--- src/rtl/mmu_banked.sv ---
// mmu_banked: CPU bus decoder with MBC1-style banking, BIOS unmap latch, OAM DMA, HRAM and PPU access locks.
module mmu_banked #(
    parameter int ROM_BANK_BITS = 7,
    parameter int RAM_BANK_BITS = 2,
    parameter int DMA_LEN       = 160
) (
    input  logic                          iClock,
    input  logic                          iReset,
    input  logic [15:0]                   iCpuAddr,
    input  logic                          iCpuReadRequest,
    input  logic                          iCpuWe,
    input  logic [7:0]                    iCpuData,
    output logic [7:0]                    oCpuData,
    output logic [15:0]                   oBusAddr,
    output logic                          oBusWe,
    output logic [7:0]                    oBusData,
    input  logic [7:0]                    iBusData,
    output logic [14+ROM_BANK_BITS-1:0]   oRomAddr,
    output logic                          oBiosSel,
    output logic [13+RAM_BANK_BITS-1:0]   oExtRamAddr,
    output logic                          oExtRamWe,
    output logic                          oOamWe,
    output logic [7:0]                    oOamAddr,
    output logic [7:0]                    oOamData,
    output logic                          oDmaActive,
    input  logic                          iGpuVramLock,
    input  logic                          iGpuOamLock
);
    localparam logic [7:0] LEN = 8'(DMA_LEN);
    typedef enum logic {IDLE, RUN} state_t;
    state_t state_q, state_d;
    logic [4:0] rom_lo_q, rom_lo_d;
    logic [1:0] rom_hi_q, rom_hi_d;
    logic mode_q, mode_d, ram_en_q, ram_en_d, bios_off_q, bios_off_d;
    logic [7:0] dma_src_q, dma_src_d, cnt_q, cnt_d, wr_idx_q, wr_idx_d;
    logic wr_q, wr_d, rd_bus_q, rd_bus_d;
    logic [7:0] rd_val_q, rd_val_d;
    logic [7:0] hram_q [0:126];
    logic run, is_vram, is_ext, is_oam, is_hram, is_ff46, is_ff50, blocked, cpu_wr;
    logic [15:0] rom_full, ram_full;
    assign run      = state_q == RUN;
    assign is_vram  = iCpuAddr[15:13] == 3'b100;
    assign is_ext   = iCpuAddr[15:13] == 3'b101;
    assign is_oam   = iCpuAddr[15:8] == 8'hFE && iCpuAddr[7:0] < 8'hA0;
    assign is_hram  = iCpuAddr[15:7] == 9'h1FF && iCpuAddr[6:0] != 7'h7F;
    assign is_ff46  = iCpuAddr == 16'hFF46;
    assign is_ff50  = iCpuAddr == 16'hFF50;
    assign blocked  = (is_vram && iGpuVramLock) || (is_oam && iGpuOamLock);
    // While DMA owns the bus only HRAM and the DMA register stay reachable.
    assign cpu_wr   = iCpuWe && (!run || is_hram || is_ff46);
    assign rom_full = {9'd0, rom_hi_q, rom_lo_q};
    assign ram_full = {14'd0, mode_q ? rom_hi_q : 2'd0};
    assign oRomAddr    = {iCpuAddr[15:14] == 2'b01 ? rom_full[ROM_BANK_BITS-1:0] : {ROM_BANK_BITS{1'b0}}, iCpuAddr[13:0]};
    assign oExtRamAddr = {ram_full[RAM_BANK_BITS-1:0], iCpuAddr[12:0]};
    assign oBiosSel    = !bios_off_q && iCpuAddr < 16'h0100;
    assign oBusAddr    = run ? {dma_src_q, 8'h00} + {8'h00, cnt_q} : iCpuAddr;
    assign oBusWe      = iCpuWe && !run && iCpuAddr[15] && !is_ext && !is_hram && !is_ff46 && !is_ff50 && !blocked;
    assign oBusData    = iCpuData;
    assign oExtRamWe   = iCpuWe && !run && is_ext && ram_en_q;
    assign oOamWe      = wr_q;
    assign oOamAddr    = wr_idx_q;
    assign oOamData    = wr_q ? iBusData : 8'h00;
    assign oDmaActive  = run;
    assign oCpuData    = rd_bus_q ? iBusData : rd_val_q;
    always_comb begin
        state_d    = state_q;
        rom_lo_d   = rom_lo_q;
        rom_hi_d   = rom_hi_q;
        mode_d     = mode_q;
        ram_en_d   = ram_en_q;
        bios_off_d = bios_off_q;
        dma_src_d  = dma_src_q;
        cnt_d      = cnt_q;
        wr_d       = run && cnt_q < LEN;
        wr_idx_d   = cnt_q;
        rd_bus_d   = 1'b0;
        rd_val_d   = 8'h00;
        if (cpu_wr && !iCpuAddr[15]) begin
            if (iCpuAddr[14:13] == 2'd0) ram_en_d = iCpuData[3:0] == 4'hA;
            if (iCpuAddr[14:13] == 2'd1) rom_lo_d = iCpuData[4:0] == 5'd0 ? 5'd1 : iCpuData[4:0];
            if (iCpuAddr[14:13] == 2'd2) rom_hi_d = iCpuData[1:0];
            if (iCpuAddr[14:13] == 2'd3) mode_d = iCpuData[0];
        end
        if (cpu_wr && is_ff50 && iCpuData != 8'h00) bios_off_d = 1'b1;
        if (run) begin
            cnt_d   = cnt_q + 8'd1;
            state_d = cnt_q == LEN ? IDLE : RUN;
        end
        // A restart keeps wr_d so the read already issued still lands in OAM.
        if (cpu_wr && is_ff46) begin
            dma_src_d = iCpuData;
            cnt_d     = 8'd0;
            state_d   = RUN;
        end
        if (iCpuReadRequest) begin
            if (is_hram) rd_val_d = hram_q[iCpuAddr[6:0]];
            else if (run) rd_val_d = 8'hFF;
            else if (is_ff50) rd_val_d = {7'h7F, bios_off_q};
            else if (is_ff46) rd_val_d = dma_src_q;
            else if ((is_ext && !ram_en_q) || blocked) rd_val_d = 8'hFF;
            else rd_bus_d = 1'b1;
        end
    end
    always_ff @(posedge iClock or posedge iReset) begin
        if (iReset) begin
            state_q    <= IDLE;
            rom_lo_q   <= 5'd1;
            rom_hi_q   <= 2'd0;
            mode_q     <= 1'b0;
            ram_en_q   <= 1'b0;
            bios_off_q <= 1'b0;
            dma_src_q  <= 8'h00;
            cnt_q      <= 8'h00;
            wr_q       <= 1'b0;
            wr_idx_q   <= 8'h00;
            rd_bus_q   <= 1'b0;
            rd_val_q   <= 8'h00;
        end else begin
            state_q    <= state_d;
            rom_lo_q   <= rom_lo_d;
            rom_hi_q   <= rom_hi_d;
            mode_q     <= mode_d;
            ram_en_q   <= ram_en_d;
            bios_off_q <= bios_off_d;
            dma_src_q  <= dma_src_d;
            cnt_q      <= cnt_d;
            wr_q       <= wr_d;
            wr_idx_q   <= wr_idx_d;
            rd_bus_q   <= rd_bus_d;
            rd_val_q   <= rd_val_d;
        end
    end
    always_ff @(posedge iClock) begin
        if (cpu_wr && is_hram) hram_q[iCpuAddr[6:0]] <= iCpuData;
    end
endmodule

--- config.mk ---
export PLATFORM = sky130hd
export DESIGN_NAME = mmu_banked
export DESIGN_NICKNAME = d
export VERILOG_FILES = /design/src/rtl/mmu_banked.sv
export SDC_FILE = /design/constraint.sdc
export NUM_CORES = 1
export LEC_CHECK = 0
export CORE_MARGIN = 2
export CORE_UTILIZATION = 40
export CTS_BUF_LIST = sky130_fd_sc_hd__clkbuf_2 sky130_fd_sc_hd__clkbuf_4 sky130_fd_sc_hd__clkbuf_8
export DETAILED_ROUTE_END_ITERATION = 12
export SLEW_MARGIN = 20
export SYNTH_ARGS = -nofsm -noshare
export SYNTH_HDL_FRONTEND = slang
export SYNTH_SLANG_ARGS = --single-unit
--- constraint.sdc ---
create_clock -name iClock -period 2.1 [get_ports iClock]
set_clock_uncertainty 0.15 [all_clocks]
set_input_delay 0.315 -clock iClock [delete_from_list [all_inputs] [get_ports iClock]]
set_output_delay 0.315 -clock iClock [all_outputs]
set_load 0.005 [all_outputs]
==> results by group, run 1 <==
Hold path
  – Hold Path Stages: 7
  – Tightest Hold Check Type: in -> reg

Place
  – Hpwl dp: 74,470 um
  – Post-DP Area: 48,280 um2
  – Post-Place Worst Slack: -1.149 ns
  – Placed Instances: 3,958
  – Port buffer count: 126
  – Final Wtd Congestion: 0.8522

GRT
  – First-pass GRT wire length: 162,700 um
  – Largest net degree at the start of global routing: 80
  – GRT Resource Usage Total: 0.2079
  – Initial antenna violation count: 2
  – Vias in the first global route: 24.23k
  – Total grt overflow: 0

Logic synthesis
  – EDFF count, synth: 1,016
  – Sequential area share after synthesis: 0.7517
  – Syn avg cell area: 19.35 um2
  – Ys async rst share: 0.04241
  – Yosys warning total: 0
  – Dominant cell type by area after synthesis: edfxtp_1
  – Syn Nets: 2,215
  – Synth Instances: 2,175
  – Yosys top cell area share: 0.7249
  – Register bit total from synthesis: 1,061
  – Post-Syn Area: 42,090 um2
  – Yosys cell types: 73
  – Prevailing post-synth register cell: edfxtp_1
  – Synth area leaders: edfxtp_1 (72%), mux4_2 (10%), dfrtp_1 (2.6%)

Critical path
  – Crit end category: output pin
  – Critical path class: reg -> out
  – Crit path required time: 1.63 ns
  – R2R cell count: 7
  – Critical path data arrival time: 2.02 ns
  – Critical Path Fanout Max: 4
  – CP Launch Type: register

Power and ir drop
  – Cell area power density: 818.2 nW/um2
  – Leakage dissipation: 17.99 nW
  – Worst VDD drop: 0.4121 mV
  – Total power: 43.32 mW

Layout
  – Highest-count cells in the layout ignoring fill and taps: edfxtp_1 (1,016), buf_4 (371), mux4_2 (194)
  – Post-layout util: 0.5094
  – NumNets Final: 2,845
  – Design area: 52,950 um2
  – Area growth from synthesis to layout: 25.81%
  – Most common cell after layout, fill and taps aside: edfxtp_1
  – Ant. Diodes: 0
  – Layout cell share with drive strength beyond 1: 0.4063
  – Filler Cells Inserted: 8,379
  – Post-route insts no fill: 4,314

Die
  – Initial Utilization: 0.4049
  – Die ar.: 107,800 um2
  – Die Ht: 328.4 um
  – Die Wd: 328.4 um
  – Site Rows: 118
  – Io pins: 127
  – Core area: 103,900 um2

Status
  – Status: finished with violations
  – Failing checks: negative setup slack

STA
  – Final Setup Violations: 37
  – Rel. slew slack: 0.3089
  – Final setup margin: -0.3817 ns
  – Tmin final: 2.482 ns
  – RSZ-0062 raised after global routing: true
  – Final Cycle Share: 1.182
  – Min Hold Slack: 0.1437 ns
  – Final Hold Fails: 0
  – Highest clock rate: 402.9 MHz
  – Fin Setup TNS: -7.711 ns
  – Count of final max-slew check failures: 0
  – Least-Margin Pin Slew: 1.033 ns

Routing
  – Antenna-violating nets left: 0
  – Vias after detailed routing: 23.22k
  – DRT Pass-1 Iters: 8
  – Routed WL: 111,900 um
  – WL per Instance: 25.93 um
  – Iter 0 DRT Violations: 2,125
  – Post-DR vias/cell: 5.382
  – Remaining DRCs: 0

CTS
  – H-tree Lvls: 4
  – Root Buffer: clkbuf_8
  – CTS clk-pin slew, worst paths: 0.06 ns
  – CTS tree: built
  – Clock sink count: 1,061
  – Clock Path Buffers: 3
  – Worst-skew pair later-pin latency: 0.83 ns
  – Num CTS Buffers: 168

Flow run
  – Max_cap viols: 0
[power by group]
part / total (mW) / internal, mW / switching [mW]
combinational: 2.89 / 1.31 / 1.58
clock: 17.2 / 9.21 / 7.96
sequential: 23.3 / 23.2 / 0.0283
[final timing paths]
check | from | end | slack (ns)
worst max-delay path | oDmaActive | oBusWe | -0.38
worst min-delay path | iCpuAddr[8] | bios_off_q | 0.14
worst max register to register | hram_q[119][6] | rd_val_q[6] | -0.05
worst min register to register | cnt_q[7] | oOamAddr[7] | 0.34
max in group asynchronous | iReset | rom_lo_q[0] | 1.06
min in group asynchronous | iReset | rom_lo_q[4] | 0.18
[final cells by class]
type | count | area, um2 | area share
repair buffers | 614 | 5931 | 0.1120
inverters | 8 | 30.03 | 0.0005671
clock inverters | 77 | 551.8 | 0.01042
flip-flops and latches | 1061 | 31640 | 0.5975
clock buffers | 222 | 2718 | 0.05132
multi-input cells | 952 | 10350 | 0.1955
well taps | 1380 | 1727 | 0.03261
[state kept, by name, indices dropped and copies added (netlist names), 2 cells and up]
signal     cells
rom_lo_q       5
rd_val_q       8
cnt_q          8
dma_src_q      8
oOamAddr       8
hram_q      1016
rom_hi_q       2
[cell families (layout without fill, tap and decap cells)]
logic type	count (synthesis)	count (layout)	share of synthesized area
flip-flops	1061	1061	0.7517
adder cells (fa/ha/maj)	2	2	0.0005945
multiplexers	364	364	0.1464
buffers and inverters	162	921	0.02363
AO/OA/AOI/OAI	198	198	0.03172
XOR/XNOR	7	7	0.001457
AND/OR/NAND/NOR	381	381	0.04456
[synthesized netlist by cell type (29+ instances only)]
master / instances
nand2_1: 64
mux2i_1: 108
mux4_2: 194
buf_2: 39
dfrtp_1: 44
buf_4: 56
mux2_2: 58
o22ai_1: 64
nor2_1: 168
edfxtp_1: 1016
clkbuf_1: 41
a21oi_1: 29
[metal layers]
layer  GRT usage  share of wire  up-vias
met1      0.2810           0.41    11980
li1            -              -    10120
met2      0.3349           0.48      969
met5           0              0        -
met3     0.05156          0.081      153
met4     0.06075          0.023        0
[repair_timing]
item | CTS | global route
pin swaps | 28 | 24
cloned | 2 | 1
hold buffers | 17 | 0
buffers inserted | 38 | 9
setup endpoints to repair | 649 | 883
gates resized for setup | 345 | 101
hold endpoints to repair | 573 | 0
[worst max-delay path: stages (launching register included)]
cell and delay [ns]:
dfrtp_2 0.45, inv_2 0.07, and3_4 0.19, nand2_4 0.05, nor4_4 0.26, buf_2 0.16
(Power assumes the default switching activity.)
==> inputs of run 2 (changes only) <==
Settings changed: CORE_UTILIZATION 40 to 45, CTS_CLUSTER_SIZE set to 14.
==> results by group, run 2 (synthesis gave the netlist of run 1 again) <==
STA
  – Final Hold Fails: 0 (unchanged)
  – Tmin final: 2.480 ns (-0.001460 ns)
  – RSZ-0062 raised after global routing: true
  – Final Cycle Share: 1.181 (about the same)
  – Highest clock rate: 403.2 MHz (about the same)
  – Fin Setup TNS: -8.399 ns (-0.6885 ns)
  – Final setup margin: -0.3803 ns (+0.001460 ns)
  – Final Setup Violations: 38 (+2.7%)
  – Rel. slew slack: 0.3142 (+0.005275)
  – Least-Margin Pin Slew: 1.029 ns (-0.004504 ns)
  – Count of final max-slew check failures: 0 (unchanged)

Die
  – Die Ht: 309.8 um (-5.6%)
  – Die Wd: 309.8 um (-5.6%)
  – Core area: 93,050 um2 (-10%)
  – Die ar.: 95,990 um2 (-11%)
  – Initial Utilization: 0.4523 (+0.04739)
  – Site Rows: 112 (-5.1%)
  – Io pins: 127 (unchanged)

Power and ir drop
  – P_sw: 9.468 mW (-1.1%)
  – Comb pwr share: 0.067 (about the same)
  – Int Pwr: 33.39 mW (-1.1%)
  – Worst VDD drop: 0.6122 mV (+49%)
  – Total power: 42.86 mW (-1.1%)
  – Net Sw Frac: 0.2209 (about the same)
  – Cell area power density: 813.0 nW/um2 (-0.63%)
  – Clock network fraction of design power: 0.390 (-0.006)
  – Reg power frac: 0.543 (+0.006)
  – Leakage dissipation: 17.95 nW (-0.21%)

Routing
  – DRT Pass-1 Iters: 5 (-3)
  – Antenna-violating nets left: 0 (unchanged)
  – Post-DR vias/cell: 5.649 (+5.0%)
  – Iter 0 DRT Violations: 2,639 (+24%)
  – Vias after detailed routing: 23.67k (+1.9%)
  – Remaining DRCs: 0 (unchanged)
  – WL per Instance: 27.30 um (+5.3%)
  – Routed WL: 114,400 um (+2.2%)

Critical path
  – Critical Path Fanout Max: 6 (+2)
  – CP Launch Type: register
  – Critical path data arrival time: 2.02 ns (about the same)
  – R2R cell count: 5 (-2)
  – Crit path required time: 1.63 ns (about the same)
  – Crit end category: output pin
  – Critical path class: reg -> out

Place
  – Port buffer count: 126 (unchanged)
  – Final Wtd Congestion: 0.8668 (+1.7%)
  – Hpwl dp: 74,640 um (+0.23%)
  – Placed Instances: 3,835 (-3.1%)

CTS
  – Num CTS Buffers: 169 (+0.60%)
  – Worst-skew pair later-pin latency: 0.85 ns (+0.02 ns)
  – Clock sink count: 1,061 (unchanged)
  – CTS clk-pin slew, worst paths: 0.06 ns (about the same)
  – CTS tree: built
  – Root Buffer: clkbuf_8
  – Clock Path Buffers: 3 (unchanged)
  – H-tree Lvls: 4 (unchanged)

Layout
  – Area taken by multi-input logic gates: 10,350 um2 (about the same)
  – Area growth from synthesis to layout: 25.25%
  – Filler Cells Inserted: 7,110 (-15%)
  – Layout cell share with drive strength beyond 1: 0.4110 (+0.004772)
  – Register area: 31,640 um2 (about the same)
  – Highest-count cells in the layout ignoring fill and taps: edfxtp_1 (1,016), buf_4 (378), mux4_2 (194)
  – Max reg flops: 1,016 (unchanged)
  – Post-route insts no fill: 4,190 (-2.9%)
  – Post-layout util: 0.5665 (+0.05708)
  – NumNets Final: 2,847 (+0.070%)
  – Most common cell after layout, fill and taps aside: edfxtp_1

GRT
  – First-pass GRT wire length: 165,000 um (+1.4%)
  – Total grt overflow: 0 (unchanged)
  – Largest net degree at the start of global routing: 130 (+63%)
  – Initial antenna violation count: 2 (unchanged)
  – GRT Resource Usage Total: 0.2409 (+0.03299)
  – Vias in the first global route: 24.31k (+0.31%)

Status
  – Failing checks: negative setup slack
  – Status: finished with violations

Hold path
  – Hold Path Stages: 5 (-2)
  – Tightest Hold Check Type: in -> reg

Flow run
  – Max_cap viols: 0 (unchanged)
## run 2: cell count changes in the layout (fill, tap and decap cells not counted), moves of 6 or more
cell / delta
nor2_4: +9
dlygate4sd2_1: -7
clkbuf_8: +6
buf_6: -7
buf_4: +7
nor2_1: -8
o22ai_1: +6
dlymetal6s2s_1: +7
## run 2: critical path, stage by stage (launching register included)
cell     delay (ns)
dfrtp_2        0.44
buf_12         0.15
buf_6          0.12
mux2_4         0.33
buf_6          0.12
## run 2: area by class of cell
| type | count | share of cell area |
|---|---|---|
| diodes | 2 | 0.00009494 |
| clock buffers | 233 | 0.05383 |
| clock inverters | 65 | 0.006789 |
| inverters | 8 | 0.0005697 |
| multi-input cells | 952 | 0.1963 |
| flip-flops and latches | 1061 | 0.6002 |
| well taps | 1254 | 0.02976 |
| repair buffers | 615 | 0.1124 |
## run 2: stage by stage
step	hold slack [ns]	worst slack, ns	area (um2)
2_1_floorplan	0.2639	-0.5020	42360
3_3_place_gp	0.3106	-1.288	48120
3_5_place_dp	0.3141	-1.357	48120
4_1_cts	0.02273	-0.5009	52360
5_1_grt	0.04105	-0.4529	52710
6_report	0.03420	-0.3803	52710
## run 2: layer usage
metal | track usage | wire, um | vias to the layer above
met4 | 0.07808 | 2921 | 0
met3 | 0.04078 | 7589 | 180
met2 | 0.3939 | 56020 | 953
met5 | 0 | 0 | -
met1 | 0.3318 | 47850 | 12430
li1 | - | - | 10110
## run 2: worst paths after layout
check / from / to / slack [ns]
min in group asynchronous: iReset / bios_off_q / 0.28
setup / recovery: oDmaActive / oBusAddr[4] / -0.38
hold / removal: iCpuData[0] / bios_off_q / 0.03
hold reg to reg: rom_lo_q[0] / rom_lo_q[0] / 0.33
max in group asynchronous: iReset / rom_lo_q[0] / 1.24
setup reg to reg: hram_q[74][2] / rd_val_q[2] / -0.01
## run 2: what timing repair did
action / in CTS / in global routing
hold buffers: 12 / 3
gates resized for setup: 369 / 90
endpoints found under the setup margin: 569 / 1033
cloned: 3 / 1
endpoints found under the hold margin: 700 / 2
pin swaps: 27 / 28
buffers inserted: 41 / 7
## run 2: power groups by stage
stage	clock, mW	combinational [mW]	sequential (mW)
floorplan	0	1.19	23.7
global placement	0	2.64	23.7
detailed placement	0	2.68	23.7
CTS	17.1	2.85	23.3
global route	18.0	3.03	23.3
finish	16.7	2.87	23.3
